File: config.mk
export PLATFORM = sky130hd
export DESIGN_NAME = adc_scan_sequencer
export DESIGN_NICKNAME = d
export VERILOG_FILES = /design/src/rtl/adc_pkg.sv /design/src/rtl/adc_chan_picker.sv /design/src/rtl/adc_scan_sequencer.sv
export SDC_FILE = /design/constraint.sdc
export NUM_CORES = 1
export LEC_CHECK = 0
export ABC_AREA = 0
export CORE_MARGIN = 10
export CORE_UTILIZATION = 40
export CTS_BUF_LIST = sky130_fd_sc_hd__clkbuf_2 sky130_fd_sc_hd__clkbuf_4 sky130_fd_sc_hd__clkbuf_8
export DETAILED_ROUTE_END_ITERATION = 8
export PLACE_DENSITY = 0.68
export SLEW_MARGIN = 20
export SYNTH_ARGS = -nofsm -noshare
export SYNTH_HDL_FRONTEND = slang
export SYNTH_SLANG_ARGS = --single-unit
File: constraint.sdc
create_clock -name PCLK -period 3.1 [get_ports PCLK]
set_clock_uncertainty 0.05 [all_clocks]
set_input_delay 0.465 -clock PCLK [delete_from_list [all_inputs] [get_ports PCLK]]
set_output_delay 0.465 -clock PCLK [all_outputs]
set_load 0.01 [all_outputs]
File: src/rtl/adc_pkg.sv
// adc_pkg: shared types and defaults for the ADC scan sequencer.
package adc_pkg;
    localparam int NUM_CH_D  = 8;
    localparam int CH_W_D    = 3;
    localparam int TIMEOUT_D = 1024;

    typedef enum logic [2:0] {
        S_IDLE,
        S_SETTLE,
        S_TRIG,
        S_WAIT,
        S_STORE,
        S_DONE,
        S_INTERVAL
    } adc_state_e;
endpackage

File: src/rtl/adc_chan_picker.sv
// adc_chan_picker: lowest enabled channel, either overall (first=1)
// or strictly above the current index (first=0).
module adc_chan_picker
    import adc_pkg::*;
#(
    parameter int NUM_CH = NUM_CH_D,
    parameter int CH_W   = CH_W_D
) (
    input  logic [NUM_CH-1:0] mask,
    input  logic [CH_W-1:0]   cur,
    input  logic              first,
    output logic [CH_W-1:0]   nxt,
    output logic              found
);
    // Downward sweep so the last hit is the lowest qualifying channel.
    always_comb begin
        found = 1'b0;
        nxt   = '0;
        for (int i = NUM_CH - 1; i >= 0; i--) begin
            if (mask[i] && (first || i > int'(cur))) begin
                found = 1'b1;
                nxt   = CH_W'(i);
            end
        end
    end
endmodule

File: src/rtl/adc_scan_sequencer.sv
// adc_scan_sequencer: walks the latched channel mask, settles the AMUX,
// triggers the ADC, waits for done with timeout, stores per-channel results.
module adc_scan_sequencer
    import adc_pkg::*;
#(
    parameter int NUM_CH         = NUM_CH_D,
    parameter int CH_W           = CH_W_D,
    parameter int DATA_WIDTH     = 32,
    parameter int TIMEOUT_CYCLES = TIMEOUT_D
) (
    input  logic                  PCLK,
    input  logic                  PRESETn,
    input  logic                  start,
    input  logic                  continuous,
    input  logic                  abort,
    input  logic [NUM_CH-1:0]     chan_mask,
    input  logic [15:0]           settle_cycles,
    input  logic [23:0]           interval,
    input  logic                  irq_clr,
    output logic [CH_W-1:0]       adc_amux_sel,
    output logic                  adc_trigger,
    input  logic                  adc_done,
    input  logic [DATA_WIDTH-1:0] adc_data,
    input  logic [CH_W-1:0]       rd_chan,
    output logic [DATA_WIDTH-1:0] rd_data,
    output logic                  res_valid,
    output logic [CH_W-1:0]       res_chan,
    output logic                  busy,
    output logic                  scan_irq,
    output logic                  timeout_err,
    output logic [CH_W-1:0]       err_chan
);
    localparam int TW = $clog2(TIMEOUT_CYCLES) + 1;

    adc_state_e            state;
    logic [NUM_CH-1:0]     scan_mask;
    logic [CH_W-1:0]       ch;
    logic [23:0]           cnt;
    logic [TW-1:0]         tcnt;
    logic [DATA_WIDTH-1:0] data_q;
    logic [DATA_WIDTH-1:0] bank [NUM_CH];

    logic [CH_W-1:0] first_ch;
    logic [CH_W-1:0] next_ch;
    logic            first_ok;
    logic            next_ok;

    adc_chan_picker #(.NUM_CH(NUM_CH), .CH_W(CH_W)) u_first (
        .mask  (chan_mask),
        .cur   ('0),
        .first (1'b1),
        .nxt   (first_ch),
        .found (first_ok)
    );

    adc_chan_picker #(.NUM_CH(NUM_CH), .CH_W(CH_W)) u_next (
        .mask  (scan_mask),
        .cur   (ch),
        .first (1'b0),
        .nxt   (next_ch),
        .found (next_ok)
    );

    assign busy    = (state != S_IDLE);
    assign rd_data = (int'(rd_chan) < NUM_CH) ? bank[rd_chan] : '0;

    always_ff @(posedge PCLK or negedge PRESETn) begin
        if (!PRESETn) begin
            state        <= S_IDLE;
            scan_mask    <= '0;
            ch           <= '0;
            cnt          <= '0;
            tcnt         <= '0;
            data_q       <= '0;
            adc_amux_sel <= '0;
            adc_trigger  <= 1'b0;
            res_valid    <= 1'b0;
            res_chan     <= '0;
            scan_irq     <= 1'b0;
            timeout_err  <= 1'b0;
            err_chan     <= '0;
        end else begin
            adc_trigger <= 1'b0;
            res_valid   <= 1'b0;
            // Clear first so a same-cycle set below overrides it.
            if (irq_clr) begin
                scan_irq    <= 1'b0;
                timeout_err <= 1'b0;
            end
            if (abort) begin
                state <= S_IDLE;
            end else begin
                unique case (state)
                    S_IDLE: begin
                        if (start && first_ok) begin
                            scan_mask    <= chan_mask;
                            ch           <= first_ch;
                            adc_amux_sel <= first_ch;
                            cnt          <= 24'(settle_cycles);
                            state        <= S_SETTLE;
                        end
                    end
                    S_SETTLE: begin
                        if (cnt == 24'd0) begin
                            adc_trigger <= 1'b1;
                            state       <= S_TRIG;
                        end else begin
                            cnt <= cnt - 24'd1;
                        end
                    end
                    S_TRIG: begin
                        tcnt  <= '0;
                        state <= S_WAIT;
                    end
                    S_WAIT: begin
                        if (adc_done) begin
                            data_q    <= adc_data;
                            res_valid <= 1'b1;
                            res_chan  <= ch;
                            state     <= S_STORE;
                        end else if (tcnt == TW'(TIMEOUT_CYCLES - 1)) begin
                            data_q      <= '0;
                            timeout_err <= 1'b1;
                            err_chan    <= ch;
                            res_valid   <= 1'b1;
                            res_chan    <= ch;
                            state       <= S_STORE;
                        end else begin
                            tcnt <= tcnt + TW'(1);
                        end
                    end
                    S_STORE: begin
                        if (next_ok) begin
                            ch           <= next_ch;
                            adc_amux_sel <= next_ch;
                            cnt          <= 24'(settle_cycles);
                            state        <= S_SETTLE;
                        end else begin
                            state <= S_DONE;
                        end
                    end
                    S_DONE: begin
                        scan_irq <= 1'b1;
                        if (continuous && interval != 24'd0) begin
                            cnt   <= interval;
                            state <= S_INTERVAL;
                        end else if (continuous && first_ok) begin
                            scan_mask    <= chan_mask;
                            ch           <= first_ch;
                            adc_amux_sel <= first_ch;
                            cnt          <= 24'(settle_cycles);
                            state        <= S_SETTLE;
                        end else begin
                            state <= S_IDLE;
                        end
                    end
                    S_INTERVAL: begin
                        if (!continuous) begin
                            state <= S_IDLE;
                        end else if (cnt == 24'd1) begin
                            if (first_ok) begin
                                scan_mask    <= chan_mask;
                                ch           <= first_ch;
                                adc_amux_sel <= first_ch;
                                cnt          <= 24'(settle_cycles);
                                state        <= S_SETTLE;
                            end else begin
                                state <= S_IDLE;
                            end
                        end else begin
                            cnt <= cnt - 24'd1;
                        end
                    end
                    default: state <= S_IDLE;
                endcase
            end
        end
    end

    always_ff @(posedge PCLK or negedge PRESETn) begin
        if (!PRESETn) begin
            for (int i = 0; i < NUM_CH; i++) bank[i] <= '0;
        end else if (state == S_STORE && !abort) begin
            bank[ch] <= data_q;
        end
    end
endmodule

Word level (Yosys, flattened, before mapping). Index checks and enable logic that the tools add are counted.

Memories kept: 0. Bits in registers: 347. Memory bits (writable): 0. Bits of input ports: 90. Output and inout bits: 46. Bits in read-only memories: 0. Logic and storage cells: 183. Bits in latches: 0.

Multiply operators: 0. Add/sub/neg operators: 2. Muxes and demuxes: 94. $lt $le $gt $ge: 10. Eq/ne operators: 24. Div/mod/pow operators: 0. Shifts and indexed selects: 0. Reduce and logical (&&, ||, !) cells: 29. Bitwise gates (word level): 4.

Operators by type and width (count): bitwise mux 256 bit (1); 2-to-1 mux 24 bit (8); 2-to-1 mux 32 bit (5); case mux 24 bit (5 select lines) (1); 2-to-1 mux 3 bit (33); binary-select mux 32 bit (select 3 bit) (1); demux 32 bit (select 3 bit) (1); 2-to-1 mux 8 bit (6); 2-to-1 mux 1 bit (32); equality test 24 x 1 -> 1 bit (second input constant) (1); zero test 24 bit (1); case mux 8 bit (3 select lines) (1); nonzero test 24 bit (1); subtractor 24 x 1 -> 24 bit (second input constant) (1); 2-to-1 mux 11 bit (2); case mux 11 bit (2 select lines) (1); case mux 3 bit (7 select lines) (1); inequality test 2 bit (second input constant) (10); AND reduction 8 bit (2); greater-than comparator 3 bit (first input constant) (4); logical AND 1 bit (12); inequality test 3 bit (second input constant) (4); case mux 3 bit (4 select lines) (1); AND reduction 4 bit (3); 20 further kinds (30).

Depth between registers and ports, before layout.
Depth after elaboration: 13. Gate-level depth with buffers: 10. Mapped depth without buffers: 8.

Cells and area by module. Synthesis repeated with hierarchy kept, for this count alone.

Cells, all modules: 1277. Area, all modules: 16672.2 sq um.

By module, submodules not included: adc_scan_sequencer (seq. area each 8683.3 sq um, area an instance 16171.8 sq um, times used 1, cells an instance 1201); adc_chan_picker (seq. area each 0.0 sq um, area an instance 250.2 sq um, times used 2, cells an instance 38).

Worst setup path before layout. Ideal clock, no wire load.

Path type: input to output. From: input port rd_chan[0]. To: output port rd_data[0]. Path slack: 617 ps. Data arrival time: 1968 ps. Data required time: 2585 ps. Stages on the path: 4. Path buffers: 2. Cell sequence: clkbuf_1 buf_2 mux4_2 mux2_2.

Cells in the longest elaborated chain, start to end: 4.

Ends and longest elaborated chain: start, declared (line adc_scan_sequencer.sv:24) `input logic [CH_W-1:0] rd_chan,`; inverter 3 -> 4 bit (not written as such) (line adc_scan_sequencer.sv:65) `assign rd_data = (int'(rd_chan) < NUM_CH) ? bank[rd_chan] : '0;`; binary-select mux 32 bit (select 3 bit) (line adc_scan_sequencer.sv:65); 2-to-1 mux 32 bit (not written as such) (2 in series) (line adc_scan_sequencer.sv:65); end, declared (line adc_scan_sequencer.sv:25) `output logic [DATA_WIDTH-1:0] rd_data,`.

Every way passes these cells. The select of a mux whose other input is x is not followed.

Final worst setup path.
From: input port rd_chan[0]. To: output port rd_data[18].

Same word-level chain as after synthesis.

==> impl_metrics.env <==
export IMPL_drc=0
export IMPL_vdd_drop_max_v=0.000307
export IMPL_ctsHtreeMaxLevel=2
export IMPL_post_synth_cell_area_avg_um2=13.4
export IMPL_synth_main_ff_cell="dfrtp_1"
export IMPL_yosys_area_share_xor_xnor=0.000532
export IMPL_routed_wl_mm=42.3
export IMPL_start_kind="primary input"
export IMPL_syn_to_final_growth_pct=22.1
export IMPL_status="complete, no violations"
export IMPL_hold_worst_slack_ns=0.327
export IMPL_hold_path_class="primary input to flip-flop"
export IMPL_rsz0062_at_grt="true"
export IMPL_maxCapViolCount=0
export IMPL_setup_viol=0
export IMPL_finalWorstSetupSlack_ns=0.213
export IMPL_synth_seq_cells=346
export IMPL_cts_tree="built"
export IMPL_grt_usage=0.171
export IMPL_grt_antenna_before_repair=0
export IMPL_drv_slew=0
export IMPL_die_w_um=223
export IMPL_synthDistinctLibCells=73
export IMPL_cp_data_arrival_time_ns=2.37
export IMPL_slowest_stage="mux4_2"
export IMPL_drive_above_1_share=0.388
export IMPL_antenna_left=0
export IMPL_nets=1518
export IMPL_critPathMaxFanout=13
export IMPL_num_antenna_cells=0
export IMPL_drt_first_pass_iters=6
export IMPL_clk_latency_ns=0.64
export IMPL_cts_clk_slew_worst_paths_ns=0.06
export IMPL_dr_total_vias=11200
export IMPL_cts_max_path_buffers=3
export IMPL_synth_area_leaders="dfrtp_1, mux2_2, mux4_2"
export IMPL_yosys_warnings=0
export IMPL_fp_dieH_um=223
export IMPL_layout_common_cells="dfrtp_1, mux2_2, clkdlybuf4s50_1"
export IMPL_drt_iter0_markers=661
export IMPL_path_cells="buf_4, buf_4, mux4_2, mux2_2, clkdlybuf4s50_1"
export IMPL_place_ws_ns=-0.320
export IMPL_syn_num_nets=1325
export IMPL_grt_remaining_overflow=0
export IMPL_layout_commonest_cell="dfrtp_1"
export IMPL_crit_required_ns=2.58
export IMPL_synth_cells=1232
export IMPL_reg2reg_from="cnt[0]$_DFFE_PN0P_"
export IMPL_dieArea_um2=49600
export IMPL_start_util=0.404
export IMPL_crit_path_frequent_cell="buf_4"
export IMPL_synth_simple_area_share=0.0841
export IMPL_synth_top_family_by_area="multiplexers"
export IMPL_crit_start="rd_chan[0]"
export IMPL_synth_compound_area_frac=0.0676
export IMPL_synthMuxAreaShare=0.294
export IMPL_worstMarginPinSlew_ns=0.951
export IMPL_finalSetupTns_ns=0
export IMPL_fin_cells=2000
export IMPL_avgViaCountPerCell=5.62
export IMPL_min_period_ns=2.89
export IMPL_grt_pass1_wl_mm=68.4
export IMPL_dpl_cell_count=1896
export IMPL_synth_area_um2=16500
export IMPL_powerDensity_nw_per_um2=578
export IMPL_finalHoldViolCount=0
export IMPL_min_delay_start="adc_data[0]"
export IMPL_grt_max_degree=92
export IMPL_avgRoutedWirePerCell_um=21.2
export IMPL_post_dp_hpwl_mm=27.7
export IMPL_io_pins=136
export IMPL_synth_edf_count=0
export IMPL_fmax_ghz=0.346
export IMPL_power_total_uw=11600
export IMPL_yosysTopAreaCellShare=0.526
export IMPL_io_buffers=135
export IMPL_root_buffer="clkbuf_8"
export IMPL_p_leak_uw=0.00934
export IMPL_clkSinkCount=346
export IMPL_rows=74
export IMPL_worstSetupEndpointType="output port"
export IMPL_post_cts_buffers=0
export IMPL_yosysTopAreaCell="dfrtp_1"
export IMPL_final_period_utilization=0.931
export IMPL_synth_adder_area_share=0.00228
export IMPL_grt_pass1_vias=12100
export IMPL_cts_resized=0
export IMPL_critPathMaxStageDelay_ns=0.51
export IMPL_numCtsBuffers=58
export IMPL_gp_congestion=0.857
export IMPL_ys_seq_area_frac=0.526
export IMPL_design_core_area_um2=40700
export IMPL_slew_headroom=0.362
export IMPL_critPathKind="primary input to output port"
export IMPL_synthArstFlopShare=1.00
[worst paths after layout]
path / to / slack, ns / depth (start not counted)
min in group asynchronous: res_chan[1]$_DFFE_PN0P_ / 0.41 / 2
min: data_q[0]$_DFFE_PN0P_ / 0.33 / 3
min reg2reg: tcnt[10]$_DFFE_PN0P_ / 0.43 / 1
max in group asynchronous: scan_mask[6]$_DFFE_PN0P_ / 1.72 / 3
max: rd_data[18] / 0.21 / 5
max reg2reg: cnt[19]$_DFFE_PN0P_ / 0.24 / 10
[per-layer routing]
metal / vias to the layer above / share of wire / GRT usage
met1: 5842 / 0.45 / 0.223
met2: 285 / 0.48 / 0.276
met4: 0 / 0.019 / 0.0503
li1: 5055 / - / -
met3: 58 / 0.051 / 0.0402
met5: - / 0 / 0
[kinds of logic (layout without fill, tap and decap cells)]
family	after synthesis	count (layout)
muxes	366	366
xor gates and xnor gates	1	1
buffers and inverters	91	327
and+or+nand+nor	276	276
AOI/OAI and AO/OA	149	149
adders and majority gates	3	3
DFF	346	346
[layout make-up]
cell class	instances	area (um^2)
fill	3550	20600
timing repair buffer	212	2110
sequential	346	8660
multi-input combinational	795	7410
tap	532	666
inverter	12	45.0
clock buffer	90	1120
clock inverter	13	85.1
[sequential cells by signal (all words and copies together) (netlist names)]
signal and flops:
timeout_err 1, scan_irq 1, data_q 32, err_chan 3, res_chan 3, adc_trigger 1
state 3, cnt 24, ch 3, scan_mask 7, tcnt 11, res_valid 1
bank 256
[cells in the mapped netlist (all sizes together), types with 17 or more instances]
| library cell | instances |
|---|---|
| o21ai | 24 |
| nand3 | 48 |
| nor2 | 37 |
| mux2 | 301 |
| nor3 | 23 |
| buf | 33 |
| mux4 | 64 |
| clkbuf | 46 |
| dfrtp | 346 |
| a21oi | 17 |
| nand2 | 100 |
| o2bb2ai | 17 |
[critical path: cells and delay by family]
| kind | cells | cell delay, ns |
|---|---|---|
| buf+inv | 3 | 1.09 |
| mux | 2 | 0.81 |
[power by group]
part | switching, uW | leakage, uW | internal (uW)
clock network | 1860 | 0.000650 | 2300
logic | 987 | 0.00394 | 882
registers | 655 | 0.00476 | 4930
[metrics by stage]
step	utilization	area [um^2]
after CTS	0.493	20100
after floorplan	-	16500
after global routing	0.493	20100
final	0.493	20100
after detailed placement	0.463	18900
after global placement	0.463	18900
[repair_timing]
item	in CTS	in global routing
setup endpoints to repair	0	1
hold buffers	1	0
hold endpoints to repair	84	0
Power figures use the tool's default switching activity.
